**config.mk**
```make
export PLATFORM = sky130hd
export DESIGN_NAME = ix_scoreboard
export DESIGN_NICKNAME = d
export VERILOG_FILES = /design/src/rtl/ix_scoreboard.sv
export SDC_FILE = /design/constraint.sdc
export NUM_CORES = 1
export LEC_CHECK = 0
export ABC_AREA = 1
export CAP_MARGIN = 20
export CELL_PAD_IN_SITES_DETAIL_PLACEMENT = 0
export CELL_PAD_IN_SITES_GLOBAL_PLACEMENT = 1
export CORE_MARGIN = 5
export CORE_UTILIZATION = 38
export DETAILED_ROUTE_END_ITERATION = 7
export GPL_ROUTABILITY_DRIVEN = 0
export PLACE_DENSITY_LB_ADDON = 0.12
export SYNTH_ARGS = -nofsm -noshare
export SYNTH_HDL_FRONTEND = slang
export SYNTH_SLANG_ARGS = --single-unit
```
**constraint.sdc**
```tcl
create_clock -name clk -period 2.6 [get_ports clk]
set_input_delay 0.52 -clock clk [delete_from_list [all_inputs] [get_ports clk]]
set_output_delay 0.52 -clock clk [all_outputs]
set_load 0.05 [all_outputs]
```
**src/rtl/ix_scoreboard.sv**
```systemverilog
// Issue gate between decode and execute: per-register busy bits, mul/div busy,
// RAW/WAW/structural stalls, and drain-then-issue-alone handling of serial ops.
module ix_scoreboard #(
    parameter int NUM_WB = 2,
    parameter int PERF_W = 32
) (
    input  logic                   clk,
    input  logic                   rst,
    input  logic                   pipe_flush,
    input  logic                   dec_valid,
    output logic                   dec_ready,
    input  logic [4:0]             dec_rs1,
    input  logic [4:0]             dec_rs2,
    input  logic [4:0]             dec_rd,
    input  logic                   dec_use_rs1,
    input  logic                   dec_use_rs2,
    input  logic                   dec_wb_en,
    input  logic                   dec_muldiv,
    input  logic                   dec_serial,
    output logic                   ix_valid,
    input  logic                   ix_ready,
    input  logic [NUM_WB-1:0]      wb_valid,
    input  logic [NUM_WB-1:0][4:0] wb_rd,
    input  logic                   md_done,
    input  logic                   serial_done,
    output logic                   sb_empty,
    output logic [PERF_W-1:0]      perf_stall_cnt
);
    typedef enum logic {IDLE, SERIAL} state_t;

    state_t            state;
    logic [31:1]       busy_q;
    logic [31:0]       busy;
    logic              md_busy;
    logic [31:1]       clr_vec;
    logic [31:1]       set_vec;
    logic              hazard;
    logic              stall;
    logic              fire;
    logic              stall_cyc;
    logic [PERF_W-1:0] perf_q;

    assign busy     = {busy_q, 1'b0};
    assign sb_empty = (busy_q == '0) && !md_busy;

    // Hazard looks only at registered busy bits: a writeback clear is seen one cycle later.
    assign hazard = (dec_use_rs1 && busy[dec_rs1]) || (dec_use_rs2 && busy[dec_rs2])
                 || (dec_wb_en && busy[dec_rd]) || (dec_muldiv && md_busy);
    assign stall  = hazard || (dec_serial && !sb_empty);

    always_comb begin
        ix_valid  = 1'b0;
        dec_ready = 1'b0;
        if (state == IDLE) begin
            ix_valid  = dec_valid && !stall && !pipe_flush;
            dec_ready = ix_ready && !stall && !pipe_flush;
        end
    end

    assign fire      = ix_valid && ix_ready;
    assign stall_cyc = dec_valid && !dec_ready && !pipe_flush;

    always_comb begin
        clr_vec = '0;
        set_vec = '0;
        for (int r = 1; r < 32; r++) begin
            set_vec[r] = fire && dec_wb_en && (dec_rd == 5'(r));
            for (int p = 0; p < NUM_WB; p++)
                if (wb_valid[p] && (wb_rd[p] == 5'(r))) clr_vec[r] = 1'b1;
        end
    end

    always_ff @(posedge clk) begin
        if (rst) begin
            state   <= IDLE;
            busy_q  <= '0;
            md_busy <= 1'b0;
            perf_q  <= '0;
        end else begin
            busy_q  <= (busy_q & ~clr_vec) | set_vec;
            md_busy <= (md_busy && !md_done) || (fire && dec_muldiv);
            if (stall_cyc && (perf_q != '1))
                perf_q <= perf_q + 1'b1;
            // Flush always returns to IDLE, even over a coincident serial_done.
            if (pipe_flush)
                state <= IDLE;
            else if (state == IDLE && fire && dec_serial)
                state <= SERIAL;
            else if (state == SERIAL && serial_done)
                state <= IDLE;
        end
    end

    assign perf_stall_cnt = perf_q;
endmodule

```
* After elaboration in Yosys (flattened, before gate mapping)
Cells that the tools add are included.
** Word-level totals
- Bits in registers :: 65
- Input port bits :: 39
- Logic and storage cells :: 305
- Output and inout port bits :: 35
** Cells by class
- Bitwise logic cells :: 4
- Eq/ne operators :: 94
- $lt $le $gt $ge :: 3
- Reduce and logical (&&, ||, !) cells :: 127
- Muxes and demuxes :: 72
- Add/subtract/negate cells :: 1
** Operators by type and width (count)
- == test 5 bit, second input constant :: 48
- == test 5 x 4 -> 1 bit, second input constant :: 24
- logical AND 1 bit :: 113
- 2-to-1 mux 1 bit :: 69
- == test 5 x 3 -> 1 bit, second input constant :: 12
- adder 32 x 1 -> 32 bit, second input constant :: 1
- != test 32 bit, second input constant :: 1
- bitwise AND 31 bit :: 1
- zero test 31 bit :: 1
- NOT 31 bit :: 1
- bitwise OR 31 bit :: 1
- == test 5 x 2 -> 1 bit, second input constant :: 6
- less-than comparator 5 x 6 -> 1 bit, second input constant :: 3
- binary-select mux 1 bit (select 5 bit) :: 3
- == test 5 x 1 -> 1 bit, second input constant :: 3
- zero test 1 bit :: 6
- logical OR 1 bit :: 5
- nonzero test 2 bit :: 1
- OR reduction 2 bit :: 1
- NOT 1 bit :: 1

* Logic depth before layout (Yosys ltp)
Gate-level depths: netlist (run 1).
- Depth after elaboration :: 15
- Gate-level depth with buffers :: 18
- Gate-level depth less buffers :: 16

* Worst setup path after synthesis (run 1)
OpenSTA, ideal clock, no wires.
- Path kind :: reg2out
- Start point :: register busy_q[26] (netlist bit)
- End point :: output ix_valid
- Data arrival time :: 2.814 ns
- Stages on the path, launching flop included :: 9
- Setup slack :: -0.734 ns
- Path buffers :: 0
- Path through :: dfxtp_1 inv_1 nand3_1 nor3_1 nand2_1 nor2_1 o21a_1 nand2_1 nor3b_1
** Between the ends
- Elaborated cells between the ends (all ways) :: 21
- Those cells by class :: mux (7); reduce/logical (14)
** RTL lines
- start, declared :: RTL line 32 : logic [31:1] busy_q;
- start signal, assigned :: RTL line 80 : busy_q <= (busy_q & ~clr_vec) | set_vec;
- zero test 31 bit :: RTL line 44 : assign sb_empty = (busy_q == '0) && !md_busy;
- logical AND 1 bit :: RTL line 44
- net sb_empty :: RTL line 26 : output logic sb_empty,
- zero test 1 bit :: RTL line 49 : assign stall = hazard || (dec_serial && !sb_empty);
- logical AND 1 bit :: RTL line 49
- logical OR 1 bit :: RTL line 49
- zero test 1 bit :: RTL line 55 : ix_valid = dec_valid && !stall && !pipe_flush;
- logical AND 1 bit (2 in series) :: RTL line 55
- 2-to-1 mux 1 bit :: RTL line 54 : if (state == IDLE) begin
- end, declared :: RTL line 20 : output logic ix_valid,
The timed path passes the listed nets, and every way through them passes these cells. The select of a mux whose other input is x is not followed.

* Worst setup path in the final report (run 1)
- Start point :: register busy_q[12] (netlist bit)
- End point :: output dec_ready
** Between the ends
- Word-level cells in the longest chain between the ends :: 11
- Elaborated cells between the ends (all ways) :: 21
- Those cells by class :: mux (7); reduce/logical (14)
** RTL lines
- binary-select mux 1 bit (select 5 bit) :: RTL line 47 : assign hazard = (dec_use_rs1 && busy[dec_rs1]) || (dec_use_rs2 && busy[dec_rs2])
- 2-to-1 mux 1 bit (implied by the code) :: RTL line 47
- logical AND 1 bit :: RTL line 47
- logical OR 1 bit :: RTL line 47
- logical OR 1 bit (2 in series) :: RTL line 48 : || (dec_wb_en && busy[dec_rd]) || (dec_muldiv && md_busy);
- logical OR 1 bit * :: RTL line 49
- zero test 1 bit * :: RTL line 56 : dec_ready = ix_ready && !stall && !pipe_flush;
- logical AND 1 bit * (2 in series) :: RTL line 56
- 2-to-1 mux 1 bit * :: RTL line 54
- end, declared :: RTL line 11 : output logic dec_ready,
Every way passes the cells marked *; elsewhere a longest branch is shown, timed or not. The select of a mux whose other input is x is not followed.

==> reports/qor.yml, run 1 <==
synthesis:
  synth_seq_cells: 65
  yosysTopAreaCellShare_pct: 25.2
  ys_top_cells_by_area: "dfxtp_1, nand2_1, nor2_1"
  yosysTopAreaCell: "dfxtp_1"
  ys_types: 35
  synth_cells: 898
  synth-seq-area-share_pct: 25.2
  synth_warnings: 0
  synth_nets: 938
  syn_area_per_cell_um2: 5.75
  netlist_area_um2: 5160
finish:
  n_fill_cell: 1427
  nNetsFinal: 1030
  drive_above_1_share_pct: 10.8
  antenna_cells: 0
  final_cells: 1169
  syn2layout_area_growth_pct: 31.6
  seq_area_um2: 1300
  multi_input_area_um2: 3360
sta:
  whs_ns: 0.482
  final-hold-violation-count: 0
  skew_ns: 0.0113
  worst_slew_pin_slew_ns: 0.563
  slew_viol_final: 0
  finalCriticalPeriod_ns: 2.50
  slew_headroom_pct: 62.4
  timing.setup.tns_ns: 0
  setup-violations-final: 0
  fin_crit_sh_pct: 96.3
  max_freq_ghz: 0.399
worst_setup_path:
  crit_type: "flop to primary output"
  cp-start-kind: "flop"
  cp_max_fo: 5
  cp.required_ns: 2.08
  cp-end-kind: "primary output"
  arrival_ns: 1.98
routing:
  drt_wl_total_mm: 18.8
  drc: 0
  viasPerCell: 5.36
  drt_first_pass_iters: 6
  via_count: 6264
  initialDrtViolationCount: 727
  ant_nets: 0
  wl_per_cell_um: 16.1
placed_design:
  dp_cells: 1149
  dp.final_hpwl_mm: 14.1
  port_buffers: 73
die:
  die_y_um: 127
  die_w_um: 127
  start_util_pct: 38.8
  rows: 42
  ioPinCount: 74
  core_um2: 13300
  dieArea_um2: 16000
cts:
  cts_hold_buf: 0
  clock-sinks: 65
  root_buffer: "clkbuf_16"
  numCtsBuffers: 9
  cts_buffer_depth: 2
  clk_pin_slew_ns: 0.06
  cts_tree: "yes"
  h-tree-depth: 3
  clk_latency_ns: 0.34
global_routing:
  grt_pass1_vias: 5554
  antenna_found_initial: 0
  grt_use_total_pct: 22.9
  grt-ovfl-total: 0
  grt_pass1_wl_mm: 30.0
  grt_max_degree: 66
power:
  peakVddDrop_uv: 342
  p_total_mw: 2.76
  p_leak_nw: 2.75
  cellPowerDensity_nw_per_um2: 406
run:
  maxCapViolCount: 0
outcome:
  status: "finished clean"
min_path:
  hold_path_class: "flop to flop"
==> critical path, cell delays in order, from the launching register on <==
cell and delay (ns):
dfxtp_1 0.29, inv_1 0.24, nand4_1 0.12, nor2_1 0.12, nand2_1 0.10, nor2_4 0.14, o21a_1 0.13, nand2_2 0.09
nor2_4 0.15, nand2_4 0.07, inv_4 0.07, buf_12 0.12
==> state kept, by name (all words and copies together) (netlist names) <==
name,flops
perf_stall_cnt,32
busy_q,31
md_busy,1
state,1
==> area by class of cell <==
type                    instances  area share (%)
flip-flops and latches         65            19.2
well taps                     176            3.24
inverters                      89            5.05
repair buffers                121            18.6
clock buffers                  10            3.37
clock inverters                 4            1.03
multi-input cells             704            49.5
==> cells in the mapped netlist <==
cell type  count
nand4_2        2
nand2_1      241
nand2_4        1
nand3_4        1
buf_2          8
or2_2          1
xor2_1        23
xnor2_1        7
nor4_1         8
a31oi_1        1
clkbuf_1      20
nand3_2        1
nor2_2         3
ha_1           1
clkinv_1       2
o32ai_1        1
nor3b_1        2
nor2_4         1
nor2_1       179
buf_4          4
inv_4          1
and3_1         1
inv_1         82
nand2_2        1
o21a_1         1
inv_2          4
nand4_1       45
nand3_1       89
buf_6          8
o21ai_0        8
o22ai_1       28
a21oi_1       37
o211ai_1       1
nor3_1        20
dfxtp_1       65
==> power breakdown <==
part / internal (mW) / switching, mW / leakage (nW)
sequential: 0.999 / 0.00369 / 0.524
clock: 0.825 / 0.453 / 0.148
combinational: 0.198 / 0.276 / 2.07
==> what timing repair did <==
action	4_1_cts	5_1_grt
buffers inserted	1	2
cloned	1	2
gates resized for setup	31	22
pin swaps	4	11
setup endpoints to repair	4	2
hold endpoints to repair	0	0
==> kinds of logic (layout without fill, tap and decap cells) <==
group,after synthesis,count (layout),share of synthesized area (%)
and+or+nand+nor,596,596,50.0
buffers and inverters,129,224,11.1
AOI/OAI and AO/OA,77,77,8.34
DFF,65,65,25.2
xor gates and xnor gates,30,30,5.09
adders and majority gates,1,1,0.242
==> cell usage in the layout (no fill, tap or decap), types with 2 or more instances in the layout <==
cell type        Yosys  final
inv_4                1      3
bufinv_16            0      2
inv_2                4     10
nor2_2               3      5
nand3_1             89     87
nor3_1              20     20
dlygate4sd2_1        0      5
inv_1               82     74
o22ai_1             28     28
nand2_1            241    236
buf_12               0     11
clkdlybuf4s50_1      0     59
nor2_1             179    174
clkinv_2             0      3
dfxtp_1             65     65
clkbuf_2             0      2
buf_6                8      3
nand4_2              2      2
nor2_4               1      4
o21ai_1              0      2
o21ai_0              8      6
nand2_2              1      4
a21oi_1             37     36
xor2_1              23     23
clkbuf_16            0     11
nand2_4              1      3
nand3_2              1      3
nand4_1             45     45
buf_4                4     35
xnor2_1              7      7
nor4_1               8      8
==> per-stage QoR <==
stage / setup WS [ns] / area [um^2] / util (%)
6_report: 0.0965 / 6790 / 51.1
5_1_grt: -0.0280 / 6790 / 51.1
4_1_cts: 0.00183 / 6710 / 50.5
3_5_place_dp: -0.378 / 6330 / 47.6
3_3_place_gp: -0.348 / 6330 / 47.6
2_1_floorplan: 0.0132 / 5170 / -
==> layer usage <==
layer | share of wire, % | up-vias | wire length [um] | GRT usage, %
met4 | 1.3 | 0 | 243 | 5.87
met2 | 41 | 277 | 7670 | 31.4
met3 | 9.4 | 21 | 1760 | 4.88
li1 | - | 3112 | - | -
met5 | 0 | - | 0 | 0
met1 | 49 | 2854 | 9120 | 35.7
==> worst paths after layout <==
| check | startpoint | endpoint | slack (ns) | cells after the start |
|---|---|---|---|---|
| max | busy_q[12]$_SDFF_PP0_ | dec_ready | 0.1 | 11 |
| min | state$_SDFFE_PP0P_ | state$_SDFFE_PP0P_ | 0.48 | 2 |
| max reg2reg | busy_q[12]$_SDFF_PP0_ | busy_q[16]$_SDFF_PP0_ | 0.35 | 15 |
| min reg2reg | state$_SDFFE_PP0P_ | state$_SDFFE_PP0P_ | 0.48 | 2 |
No activity file was read; power rests on OpenSTA's default activity.
==> run 2: changes to the inputs <==
Settings changed: SLEW_MARGIN set to 20.
==> results of run 2 <==
The final DEF is identical to that of run 1; final timing and power are the same.
==> run 3: changes to the inputs <==
Settings changed: CORE_MARGIN 5 to 4.
==> run 3 against run 2 <==
Net effect:
- total power down 2.9%
- fmax grew 0.50%
- clock skew decreased by 0.0032 ns
- sequential cell count is the same
- clock power down 6%
- utilization increased by 0.11 points
- non-clock buffer count up 2
- cell count rose by 0.17%
- sequential share of layout area barely moved
- via count fell by 0.16%
- critical path type is now primary input to primary output
- critical endpoint unchanged
- largest power group unchanged
==> reports/qor.yml, run 3 (same netlist as run 1, synthesis figures left out) <==
outcome:
  status: "finished clean"
cts:
  clk_pin_slew_ns: 0.05
  cts_buffer_depth: 2
  root_buffer: "clkbuf_16"
  cts_hold_buf: 0
  clk_latency_ns: 0.34
  clock-sinks: 65
  numCtsBuffers: 9
  cts_tree: "yes"
  h-tree-depth: 3
global_routing:
  grt_use_total_pct: 22.9
  antenna_found_initial: 0
  grt_pass1_wl_mm: 29.6
  grt_pass1_vias: 5604
  grt_max_degree: 66
  grt-ovfl-total: 0
die:
  core_um2: 13300
  dieArea_um2: 15500
  rows: 42
  die_w_um: 125
  die_y_um: 125
  ioPinCount: 74
  start_util_pct: 38.8
finish:
  syn2layout_area_growth_pct: 31.9
  final_cell_mix: "nand2_1, nor2_1, nand3_1"
  drive_above_1_share_pct: 11.6
  nNetsFinal: 1032
  final_cells: 1171
  utilization_pct: 51.2
  final_common_cell: "nand2_1"
  largest_reg_flops: 32
  postLayoutCellArea_um2: 6810
  antenna_cells: 0
routing:
  via_count: 6254
  drt_first_pass_iters: 5
  initialDrtViolationCount: 794
  viasPerCell: 5.34
  drc: 0
  wl_per_cell_um: 15.7
  ant_nets: 0
  drt_wl_total_mm: 18.4
placed_design:
  pre_cts_ws_ns: -0.344
  port_buffers: 73
  dp.final_hpwl_mm: 13.8
  placed_cell_area_um2: 6330
  dp_cells: 1149
sta:
  skew_ns: 0.00809
  fin_crit_sh_pct: 95.8
  slew_viol_final: 0
  timing.setup.tns_ns: 0
  worst_slew_pin_slew_ns: 0.658
  layout_setup_ws_ns: 0.109
  whs_ns: 0.477
  rsz0062_at_grt: "false"
  finalCriticalPeriod_ns: 2.49
  max_freq_ghz: 0.401
  setup-violations-final: 0
  final-hold-violation-count: 0
  slew_headroom_pct: 56.0
power:
  p_leak_nw: 2.74
  peakVddDrop_uv: 183
  p_total_mw: 2.68
  cellPowerDensity_nw_per_um2: 393
worst_setup_path:
  cp.required_ns: 2.08
  cp-end-kind: "primary output"
  cp_max_fo: 3
  cp-start-kind: "primary input"
  crit_type: "primary input to primary output"
  arrival_ns: 1.97
min_path:
  hold_path_class: "flop to flop"
run:
  maxCapViolCount: 0
==> run 3: final timing paths <==
path,slack [ns],from,endpoint,cells past startpoint
worst max-delay path,0.11,dec_rs1[2],dec_ready,11
worst min-delay path,0.48,state$_SDFFE_PP0P_,state$_SDFFE_PP0P_,2
worst max register to register,0.38,busy_q[4]$_SDFF_PP0_,perf_stall_cnt[9]$_SDFFE_PP0P_,15
worst min register to register,0.48,state$_SDFFE_PP0P_,state$_SDFFE_PP0P_,2
==> run 3: critical path: stages <==
cell,delay [ns]
clkdlybuf4s50_1,0.52
buf_4,0.13
nand3_1,0.08
nand3_1,0.10
nand3_1,0.08
nand3_2,0.09
nand2_4,0.07
nor2_4,0.11
nand2_4,0.07
inv_4,0.06
buf_12,0.12
==> run 3: area by class of cell <==
type                       instances  area (um^2)
tap                              176          220
clock inverter                     4         45.0
fill                            1401         6490
clock buffer                      10          239
sequential                        65         1310
multi-input combinational        704         3370
timing repair buffer             123         1280
inverter                          89          345
==> run 3: power breakdown <==
part           switching (mW)  internal [mW]  total (mW)
Sequential            0.00372          0.999        1.00
Combinational           0.276          0.197       0.474
Clock                   0.447          0.752        1.20
==> run 3: layer usage <==
metal | vias up | wire (um) | track usage (%)
met2 | 327 | 7390 | 32.0
met3 | 21 | 1820 | 5.36
li1 | 3121 | - | -
met4 | 0 | 252 | 5.93
met1 | 2785 | 8950 | 34.8
met5 | - | 0 | 0
==> run 3: timing repair <==
action | CTS | global route
pin swaps | 4 | 10
setup buffers | 1 | 4
gates resized for setup | 30 | 29
gates cloned | 1 | 2
endpoints found under the setup margin | 3 | 2
hold endpoints to repair | 0 | 0
